--- src/rtl/storage_event_scheduler.sv ---
// storage_event_scheduler: round-robin front end for the hit-storage write port.
// It also sequences each event boundary: drain, readout hand-off, memory clear, resume.
//
// Handshake: reqReady[i] is combinational and is high only in a cycle where
// reqValid[i] is high and requester i wins the grant. A word is transferred
// in every cycle where reqValid[i] && reqReady[i]. The requester must hold
// its word stable while reqValid is high and reqReady is low.
module storage_event_scheduler #(
  parameter int NREQ        = 4,
  parameter int SSIDBITS    = 16,
  parameter int HITINFOBITS = 8,
  parameter int DRAINCYCLES = 8,
  parameter int EVCNTBITS   = 16
) (
  input  logic                          clock,
  input  logic                          resetN,
  input  logic [NREQ-1:0]               reqValid,
  output logic [NREQ-1:0]               reqReady,
  input  logic [NREQ*SSIDBITS-1:0]      reqSSID,
  input  logic [NREQ*HITINFOBITS-1:0]   reqHitInfo,
  input  logic                          endEvent,
  input  logic                          storageReady,
  output logic                          newAddress,
  output logic [SSIDBITS-1:0]           SSID,
  output logic [HITINFOBITS-1:0]        hitInfo,
  output logic                          clearMemory,
  output logic                          readoutStart,
  input  logic                          readoutDone,
  output logic                          busy,
  output logic [EVCNTBITS-1:0]          eventCount,
  output logic                          endEventOverrun,
  output logic [2:0]                    stateDebug
);

  localparam int PTRBITS = (NREQ > 1) ? $clog2(NREQ) : 1;
  localparam int DCBITS  = (DRAINCYCLES > 1) ? $clog2(DRAINCYCLES) : 1;

  typedef enum logic [2:0] {
    INITCLEAR = 3'd0,
    CLEARWAIT = 3'd1,
    ACCEPT    = 3'd2,
    DRAIN     = 3'd3,
    READOUT   = 3'd4,
    CLEAR     = 3'd5
  } stateT;

  stateT                  state;
  stateT                  stateNext;
  logic [PTRBITS-1:0]     rrPtr;
  logic [PTRBITS-1:0]     grantIdx;
  logic                   grantFound;
  logic                   grantValid;
  logic [SSIDBITS-1:0]    selSSID;
  logic [HITINFOBITS-1:0] selHitInfo;
  logic                   sawLow;
  logic                   pendingEnd;
  logic                   enterDrain;
  logic [DCBITS-1:0]      drainCount;

  assign stateDebug = state;

  // Round-robin search: first valid requester at or above the pointer, else the first one below it.
  always_comb begin
    grantFound = 1'b0;
    grantIdx   = '0;
    for (int i = 0; i < NREQ; i++) begin
      if (!grantFound && (i >= int'(rrPtr)) && reqValid[i]) begin
        grantFound = 1'b1;
        grantIdx   = PTRBITS'(i);
      end
    end
    for (int i = 0; i < NREQ; i++) begin
      if (!grantFound && (i < int'(rrPtr)) && reqValid[i]) begin
        grantFound = 1'b1;
        grantIdx   = PTRBITS'(i);
      end
    end
  end

  // Select the granted word; an end-of-event request suppresses any grant in the same cycle.
  always_comb begin
    selSSID    = '0;
    selHitInfo = '0;
    for (int i = 0; i < NREQ; i++) begin
      if (grantIdx == PTRBITS'(i)) begin
        selSSID    = reqSSID[i*SSIDBITS +: SSIDBITS];
        selHitInfo = reqHitInfo[i*HITINFOBITS +: HITINFOBITS];
      end
    end
    grantValid = (state == ACCEPT) && storageReady && !endEvent && !pendingEnd && grantFound;
    reqReady   = grantValid ? (NREQ'(1) << grantIdx) : '0;
  end

  // Next-state logic for the event sequencer.
  always_comb begin
    stateNext = state;
    case (state)
      INITCLEAR: stateNext = CLEARWAIT;
      CLEAR:     stateNext = CLEARWAIT;
      CLEARWAIT: if (sawLow && storageReady) stateNext = pendingEnd ? DRAIN : ACCEPT;
      ACCEPT:    if (endEvent || pendingEnd) stateNext = DRAIN;
      DRAIN:     if (!newAddress && (drainCount == DCBITS'(DRAINCYCLES-1))) stateNext = READOUT;
      READOUT:   if (readoutDone) stateNext = CLEAR;
      default:   stateNext = INITCLEAR;
    endcase
    enterDrain = (stateNext == DRAIN) && (state != DRAIN);
  end

  // State register, registered storage outputs and event bookkeeping.
  always_ff @(posedge clock) begin
    if (!resetN) begin
      state           <= INITCLEAR;
      rrPtr           <= '0;
      newAddress      <= 1'b0;
      SSID            <= '0;
      hitInfo         <= '0;
      clearMemory     <= 1'b0;
      readoutStart    <= 1'b0;
      busy            <= 1'b0;
      eventCount      <= '0;
      endEventOverrun <= 1'b0;
      sawLow          <= 1'b0;
      pendingEnd      <= 1'b0;
      drainCount      <= '0;
    end else begin
      state      <= stateNext;
      newAddress <= grantValid;
      if (grantValid) begin
        SSID    <= selSSID;
        hitInfo <= selHitInfo;
        rrPtr   <= (grantIdx == PTRBITS'(NREQ-1)) ? '0 : grantIdx + PTRBITS'(1);
      end
      // Start-up clear follows the INITCLEAR cycle; the per-event clear coincides with CLEAR.
      clearMemory  <= (state == INITCLEAR) || ((stateNext == CLEAR) && (state != CLEAR));
      // Pulse lands in the final drain cycle, DRAINCYCLES cycles after the last write.
      readoutStart <= (state == DRAIN) && !newAddress && (drainCount == DCBITS'(DRAINCYCLES-2));
      busy         <= (stateNext != ACCEPT);
      if ((stateNext == CLEAR) && (state != CLEAR))
        eventCount <= eventCount + EVCNTBITS'(1);
      if ((state != DRAIN) || newAddress)
        drainCount <= '0;
      else if (drainCount != DCBITS'(DRAINCYCLES-1))
        drainCount <= drainCount + DCBITS'(1);
      // Storage must be seen to drop and recover after a clear before moving on.
      if (state == CLEARWAIT) begin
        if (!storageReady) sawLow <= 1'b1;
      end else begin
        sawLow <= 1'b0;
      end
      if (endEvent && (state != ACCEPT) && pendingEnd)
        endEventOverrun <= 1'b1;
      if (enterDrain)
        pendingEnd <= 1'b0;
      else if (endEvent && (state != ACCEPT))
        pendingEnd <= 1'b1;
    end
  end

endmodule

--- config.mk ---
export PLATFORM = sky130hd
export DESIGN_NAME = storage_event_scheduler
export DESIGN_NICKNAME = d
export VERILOG_FILES = /design/src/rtl/storage_event_scheduler.sv
export SDC_FILE = /design/constraint.sdc
export NUM_CORES = 1
export LEC_CHECK = 0
export CORE_MARGIN = 2
export CORE_UTILIZATION = 41
export CTS_CLUSTER_DIAMETER = 60
export CTS_CLUSTER_SIZE = 16
export DETAILED_ROUTE_END_ITERATION = 12
export GPL_TIMING_DRIVEN = 0
export PLACE_DENSITY_LB_ADDON = 0.12
export SLEW_MARGIN = 10
export SYNTH_ARGS = -nofsm -noshare
export SYNTH_HDL_FRONTEND = slang
export SYNTH_SLANG_ARGS = --single-unit
--- constraint.sdc ---
create_clock -name clock -period 2.8 [get_ports clock]
set_clock_uncertainty 0.2 [all_clocks]
set_input_delay 0.56 -clock clock [delete_from_list [all_inputs] [get_ports clock]]
set_output_delay 0.56 -clock clock [all_outputs]
set_load 0.01 [all_outputs]
**Word level (Yosys, flattened, before mapping)**

Index checks and enable logic that the tools add are counted.
Widths: inputs -> output; s select.

- Register bits: 55
- Word-level logic and storage cells: 112
- Input bits: 105

- Order comparisons: 6
- Add/sub/neg operators: 3
- Bitwise operators: 1
- Reduce and logical (&&, ||, !) cells: 42
- Multiplexer cells: 29
- Shift operators: 1
- Equal/unequal tests: 17

Operator list:

| cell | count |
|---|---|
| $mux 16 | 4 |
| $mux 8 | 4 |
| $logic_and 1x1->1 | 24 |
| $add 16x1->16 const B | 1 |
| $eq 3x3->1 const B | 5 |
| $pmux 3 s5 | 1 |
| $mux 2 | 6 |
| $mux 3 | 4 |
| $eq 3x2->1 const B | 3 |
| $logic_not 1->1 | 9 |
| $mux 1 | 9 |
| $ne 3x2->1 const B | 3 |
| $ne 3x3->1 const B | 2 |
| $reduce_or 2->1 | 3 |
| $eq 2x2->1 const B | 2 |
| $ge 1x2->1 const A | 2 |
| $lt 1x2->1 const A | 2 |
| $mux 4 | 1 |
| $shl 1x2->4 const A | 1 |
| $add 3x1->3 const B | 1 |
| $eq 3x1->1 const B | 1 |
| $logic_not 3->1 | 1 |
| $logic_or 1x1->1 | 3 |
| $add 2x1->2 const B | 1 |
| 6 further kinds | 6 |

**Longest topological paths before layout**

Gate-level depths: netlist of run 1.

- Word-level depth: 31
- Gate-level depth with buffers: 12

**Worst setup path before layout of run 1**

OpenSTA, ideal clock, no wires.

- Kind: input to output
- From: in reqValid[2]
- To: out reqReady[1]
- Arrival: 1.974 ns
- Path buffers: 2
- Slack: 0.066 ns
- Cell stages on the path: 7
- Data required time: 2.040 ns
- Path through: mux2i_1 > nor2_1 > nor3_1 > ha_1 > clkbuf_1 > clkbuf_1 > and2_1

- Longest elaborated chain between the ends: 19
- Elaborated cells between the ends (all ways): 25

Ends and longest elaborated chain:

| what | line | text |
|---|---|---|
| from (decl) | 17 | `input logic [NREQ-1:0] reqValid,` |
| $logic_and 1x1->1 | 67 | `if (!grantFound && (i >= int'(rrPtr)) && reqValid[i]) begin` |
| $mux 1 | 67 |  |
| $logic_not 1->1 | 67 |  |
| $logic_and 1x1->1 | 67 |  |
| $mux 1 | 67 |  |
| $logic_not 1->1 | 73 | `if (!grantFound && (i < int'(rrPtr)) && reqValid[i]) begin` |
| $logic_and 1x1->1 (2 in a row) | 73 |  |
| $mux 1 | 73 |  |
| $logic_not 1->1 | 73 |  |
| $logic_and 1x1->1 (2 in a row) | 73 |  |
| $mux 1 | 73 |  |
| $logic_not 1->1 | 73 |  |
| $logic_and 1x1->1 (2 in a row) | 73 |  |
| $mux 2 or $mux 1 (tied branches) | 73 |  |
| $shl 1x2->4 or $logic_and 1x1->1 (tied branches) | 91, 90 |  |
| $mux 4 (*) | 91 | `reqReady = grantValid ? (NREQ'(1) << grantIdx) : '0;` |
| to (decl) | 18 | `output logic [NREQ-1:0] reqReady,` |

Mark *: on every way between the ends. The rest lies on a longest branch, timed or not.

**Worst setup path in the final report of run 1**

- From: in reqValid[3]
- To: out reqReady[2]

- Longest elaborated chain between the ends: 16
- Elaborated cells between the ends (all ways): 21

Ends and longest elaborated chain:

| what | line |
|---|---|
| $logic_and 1x1->1 (*) | 67 |
| $mux 1 | 67 |
| $logic_not 1->1 | 73 |
| $logic_and 1x1->1 (2 in a row) | 73 |
| $mux 1 | 73 |
| $logic_not 1->1 | 73 |
| $logic_and 1x1->1 (2 in a row) | 73 |
| $mux 1 | 73 |
| $logic_not 1->1 | 73 |
| $logic_and 1x1->1 (2 in a row) | 73 |
| $mux 2 or $mux 1 (tied branches) | 73 |
| $shl 1x2->4 or $logic_and 1x1->1 (tied branches) | 91, 90 |
| $mux 4 (*) | 91 |

Marks and branches as above.

==> results.toml, run 1 <==
[yosys]
synth_common_cells = "a21oi_1, dfxtp_1, nand2_1, clkbuf_1, nand3b_1"
yosysMostFrequentCell = "a21oi_1"
synthCells = 400
synth_edf_count = 0
yosys.area.top_type = "dfxtp_1"
synth_async_sr_flop_share = 0
dominantRegCellSynth = "dfxtp_1"
synth_area_leaders = "dfxtp_1, a21oi_1, o211a_1"
synth_warnings = 0
synth_area_sq_um = 3220
syn-num-nets = 513
seq_area_frac_synth = 0.341
ys_ff_latch = 55
yosysTopAreaCellShare = 0.341
postSynthAreaPerCell_sq_um = 8.06
synth_cell_types = 47

[final_layout]
synthToLayoutAreaGrowth_pct = 62.7
nNetsFinal = 685
final_cell_count_no_fill = 675
n_antenna_cell = 0
postLayoutCellArea_sq_um = 5250
drive_above_1_share = 0.129
final_util = 0.682

[floorplanning]
initial_core_util = 0.419
die_area_sq_um = 8590
fp.dieH_um = 92.7
io_pins = 157
coreArea_sq_um = 7690
fp.dieW_um = 92.7
rows = 32

[place]
place_area_sq_um = 4910
portBuffers = 156
finalWeightedCongestion = 0.866
place_hpwl_um = 8190
placedCellCount = 658
pre_cts_slack_ns = -1.35

[timing]
maxSlewHeadroom = 0.530
timing_hold_violations_final = 0
period_share = 0.998
tightest_slew_ns = 0.705
setup_viol = 0
fmax_mhz = 358
grt_setup_unrepaired = "yes"
fin_setup_tns_ns = 0
worst_slack_ns = 0.00464
fin_crit_ns = 2.80
timing.hold.ws_ns = 0.261
maxSlewViolCount = 0

[worst_hold_path]
hold_start = "drainCount[2]"
holdPathStages = 2
min_to = "readoutStart"
min_path_type = "flop to flop"

[critical_path]
critPathBufInv = 5
path_common_cell = "clkbuf_16"
cp_slowest_cell = "nor3_4"
rrSetupSlack_ns = 0.15
cp-start-kind = "input port"
arrival_ns = 2.04
cp_top_family = "buffers and inverters"
cp_max_fo = 4
worstPathRequired_ns = 2.04
path_class = "input port to output pin"
path_cells = "clkdlybuf4s15_1 -> a21oi_2 -> nor3_4 -> inv_2 -> ha_4 -> clkbuf_16 -> clkbuf_16 -> and2_4 -> buf_6"
rr_worst_depth = 9
slowest_delay_ns = 0.30
crit_path_end_kind = "output pin"
reg2reg_to = "hitInfo[5]"
r2r-start = "rrPtr[1]"

[pwr]
ir_drop_mv = 0.252
p_total_mw = 1.64
power.leakage_nw = 2.13
p_per_area_nw_per_um2 = 313

[drt]
routed-wl-met2_um = 5280
routed_wl_um = 10600
initialDrtViolationCount = 128
vias_per_cell = 5.42
vias = 3661
firstDrtPassIters = 5
remaining_drc_errors = 0
ant_nets = 0
m1WireLength_um = 4240
wl_per_cell_um = 15.7
wl_met3_um = 863
dr.max_layer_used = "met4"

[global_route]
gr-usage-all-layers = 0.246
grt-ovfl-total = 0
grt_max_degree = 17
antenna_found_initial = 0
grt_first_pass_wirelength_um = 17100
grt_pass1_vias = 3699

[clock_tree]
cts_made_buffers = 5
root_buffer = "clkbuf_8"
cts_tree = "built"
htreeDepth = 2
cts_max_path_buffers = 2
clkSinkCount = 55
clkSlewWorstSetupHoldPaths_ns = 0.10
clock_latency_ns = 0.31

[run_status]
status = "finished, final reports clean"

[job]
cap_violations = 0
## registers in the layout, summed over array words and instances (netlist names)
signal           cells
SSID                16
eventCount          16
hitInfo              8
drainCount           3
stateDebug           3
rrPtr                2
busy                 1
clearMemory          1
endEventOverrun      1
newAddress           1
pendingEnd           1
readoutStart         1
sawLow               1
## tightest hold or removal path, stage by stage (launching register included)
cell and delay (ns):
dfxtp_1 0.34, nand2_1 0.06, nor2_1 0.03
## how the worst max path moves through the flow
stage / start / endpoint / slack (ns) / cells past startpoint
floorplan: reqValid[2] / reqReady[1] / 0.07 / 7
global placement: reqValid[0] / reqReady[1] / -1.32 / 9
detailed placement: reqValid[0] / reqReady[1] / -1.35 / 9
CTS: rrPtr[1] / reqReady[2] / -0.03 / 9
global route: reqValid[1] / reqReady[1] / -0.06 / 10
finish: reqValid[3] / reqReady[2] / 0.005 / 9
## metal layers
layer,vias to the layer above,track usage
met1,1675,0.291
met3,16,0.0667
met5,-,0
li1,1813,-
met4,0,0.0674
met2,157,0.437
## cell families after synthesis
kind of cell,after synthesis,synth area share
flops,55,0.341
buf+inv,42,0.0559
simple gates,128,0.220
xor+xnor,2,0.00543
compound gates,161,0.334
fa+ha+maj,8,0.0310
mux,4,0.0124
## report_power, final
group / leakage (nW) / internal, mW / total, mW / switching [mW]
clock network: 0.0484 / 0.204 / 0.466 / 0.263
logic: 1.63 / 0.225 / 0.384 / 0.159
registers: 0.447 / 0.788 / 0.794 / 0.00643
total: 2.13 / 1.22 / 1.64 / 0.428
## cell usage in the layout, fill, tap and decap left out, types with 3 or more instances in the layout
master and n:
o311ai_0 4, o211a_1 22, inv_1 6, a221oi_1 3, nand3b_1 23, o41ai_1 4
clkdlybuf4s50_1 147, nand2_1 32, nand3_1 8, o21ai_0 9, buf_4 10, nor2_1 19
or4_1 6, ha_4 3, ha_1 4, nor3_1 5, buf_6 3, nand2b_1 9
o21ai_1 18, a21oi_2 19, clkbuf_8 10, buf_2 10, or3_1 3, dfxtp_1 52
mux2i_1 4, and2_1 4, clkbuf_1 15, o31ai_1 4, nor2b_1 5, nand4_1 3
nor4_1 4, a21oi_1 65
## repair_timing
item,CTS,global route
resized for setup,68,9
endpoints found under the setup margin,28,22
setup buffers,9,1
pin swaps,7,3
hold buffers,0,0
## area by class of cell
class	instances	area, sq um
Multi-Input combinational cell	303	2020
Sequential cell	55	1110
Clock buffer	7	86.3
Fill cell	652	2440
Timing Repair Buffer	166	1620
Clock inverter	1	8.76
Buffer	32	238
Inverter	9	33.8
Tap cell	102	128
Note: power is estimated with default switching activity, not from simulation.
==> inputs of run 2 (changes only) <==
Settings changed: GPL_TIMING_DRIVEN 0 to not set.
==> run 2 against run 1 <==
Effect of this change: global-route usage shrank 2.6 points; sequential power is essentially flat; via count shrank 5.2%; die area is the same; register-to-register slack gained 0.08 ns; cell area shrank 4.3%; combinational power shrank 8.9%; worst hold slack lost 0.0013 ns; sequential share of layout area grew 0.77 points; worst setup slack gained 0.064 ns; wire length shrank 9.3%; core utilization shrank 2.9 points.
==> results.toml, run 2 (synthesis gave the netlist of run 1 again) <==
[floorplanning]
rows = 32
fp.dieH_um = 92.7
initial_core_util = 0.419
die_area_sq_um = 8590
fp.dieW_um = 92.7
coreArea_sq_um = 7690
io_pins = 157

[pwr]
switching_share = 0.259
p_clk_frac = 0.276
power.leakage_nw = 2.06
internal_power_mw = 1.17
switchingPower_mw = 0.409
comb_power_share = 0.222
seq_power_share = 0.503
p_per_area_nw_per_um2 = 315
ir_drop_mv = 0.175

[global_route]
grt-ovfl-total = 0
gr-usage-all-layers = 0.220
grt_pass1_vias = 3295
grt_first_pass_wirelength_um = 15400
grt_max_degree = 49
antenna_found_initial = 0

[critical_path]
path_cells = "dlygate4sd2_1 -> nand2b_1 -> a21oi_2 -> nor3_1 -> buf_4 -> inv_1 -> ha_1 -> and2_1 -> clkdlybuf4s15_1"
arrival_ns = 1.97
worstPathRequired_ns = 2.04
r2r-start = "rrPtr[1]"
slowest_delay_ns = 0.28
reg2reg_to = "hitInfo[7]"
path_class = "input port to output pin"
rr_worst_depth = 12
cp_slowest_cell = "dlygate4sd2_1"
crit_path_end_kind = "output pin"
cp_max_fo = 4
crit_start = "reqValid[2]"
cp-start-kind = "input port"
rrSetupSlack_ns = 0.23

[timing]
tightest_slew_ns = 0.535
period_share = 0.975
maxSlewViolCount = 0
fin_setup_tns_ns = 0
fmax_mhz = 366
maxSlewHeadroom = 0.643
setup_viol = 0
worst_slack_ns = 0.0689
fin_crit_ns = 2.73
grt_setup_unrepaired = "yes"
timing_hold_violations_final = 0

[final_layout]
top_regs = "SSID (16), eventCount (16), hitInfo (8)"
synthToLayoutAreaGrowth_pct = 55.7
multi_input_area_sq_um = 1960
seq_area_sq_um = 1100
drive_above_1_share = 0.0980
layout_common_cells = "clkdlybuf4s50_1, a21oi_1, dfxtp_1"
fillerInstances = 671
final_common_cell = "clkdlybuf4s50_1"
n_antenna_cell = 0
nNetsFinal = 663

[drt]
routed_wl_um = 9600
initialDrtViolationCount = 57
remaining_drc_errors = 0
ant_nets = 0
firstDrtPassIters = 4
wl_per_cell_um = 14.7
vias_per_cell = 5.32
vias = 3471

[job]
cap_violations = 0

[clock_tree]
cts_made_buffers = 5
clock_latency_ns = 0.31
htreeDepth = 2
clkSlewWorstSetupHoldPaths_ns = 0.10
cts_max_path_buffers = 2
cts_hold_buf = 0
cts_tree = "built"
clkSinkCount = 55
root_buffer = "clkbuf_8"

[run_status]
status = "finished, final reports clean"

[worst_hold_path]
hold_start = "drainCount[2]"
holdPathStages = 2
min_to = "readoutStart"
min_path_type = "flop to flop"

[place]
pre_cts_slack_ns = -0.521
place_hpwl_um = 7400
finalWeightedCongestion = 0.861
portBuffers = 156
-- run 2: timing repair --
action,4_1_cts,5_1_grt
gates resized for setup,10,9
pin swaps,1,2
endpoints found under the setup margin,27,12
buffers inserted,2,0
-- run 2: stage by stage --
stage | instances | cell area, sq um | hold slack (ns) | power, mW | utilization
after floorplan | 400 | 3220 | 0.227 | 0.953 | -
after global placement | 643 | 4930 | 0.239 | 1.16 | 0.641
after detailed placement | 643 | 4930 | 0.248 | 1.16 | 0.641
after CTS | 653 | 5020 | 0.262 | 1.59 | 0.653
after global routing | 653 | 5020 | 0.285 | 1.66 | 0.653
final | 653 | 5020 | 0.260 | 1.58 | 0.653
-- run 2: final cells by class --
class                           instances  area share
Sequential cell                        55       0.219
Multi-Input combinational cell        303       0.390
Timing Repair Buffer                  176       0.341
Clock buffer                            5      0.0137
Inverter                                9     0.00673
Tap cell                              102      0.0254
Clock inverter                          3     0.00399
-- run 2: worst max path at each step --
stage                  end  slack, ns
4_1_cts        reqReady[2]      0.005
6_report       reqReady[0]       0.07
2_1_floorplan  reqReady[1]       0.07
3_5_place_dp   reqReady[0]      -0.52
5_1_grt        reqReady[0]      -0.04
3_3_place_gp   reqReady[1]      -0.45
-- run 2: worst max-delay path: cells and delay by family --
family / cells / cell delay (ns)
AND/OR/NAND/NOR: 3 / 0.42
buffers and inverters: 4 / 0.74
adder cells (fa/ha/maj): 1 / 0.20
AO/OA/AOI/OAI: 1 / 0.06
-- run 2: power groups by stage --
stage	combinational [mW]	sequential [mW]	clock, mW
2_1_floorplan	0.138	0.816	0
3_3_place_gp	0.343	0.812	0
3_5_place_dp	0.347	0.812	0
4_1_cts	0.349	0.794	0.447
5_1_grt	0.381	0.795	0.482
6_report	0.350	0.794	0.435
-- run 2: routing by layer --
metal	up-vias	routed length (um)	track usage
li1	1768	-	-
met1	1582	4230	0.273
met2	108	4550	0.379
met3	13	648	0.0529
met4	0	169	0.0625
met5	-	0	0
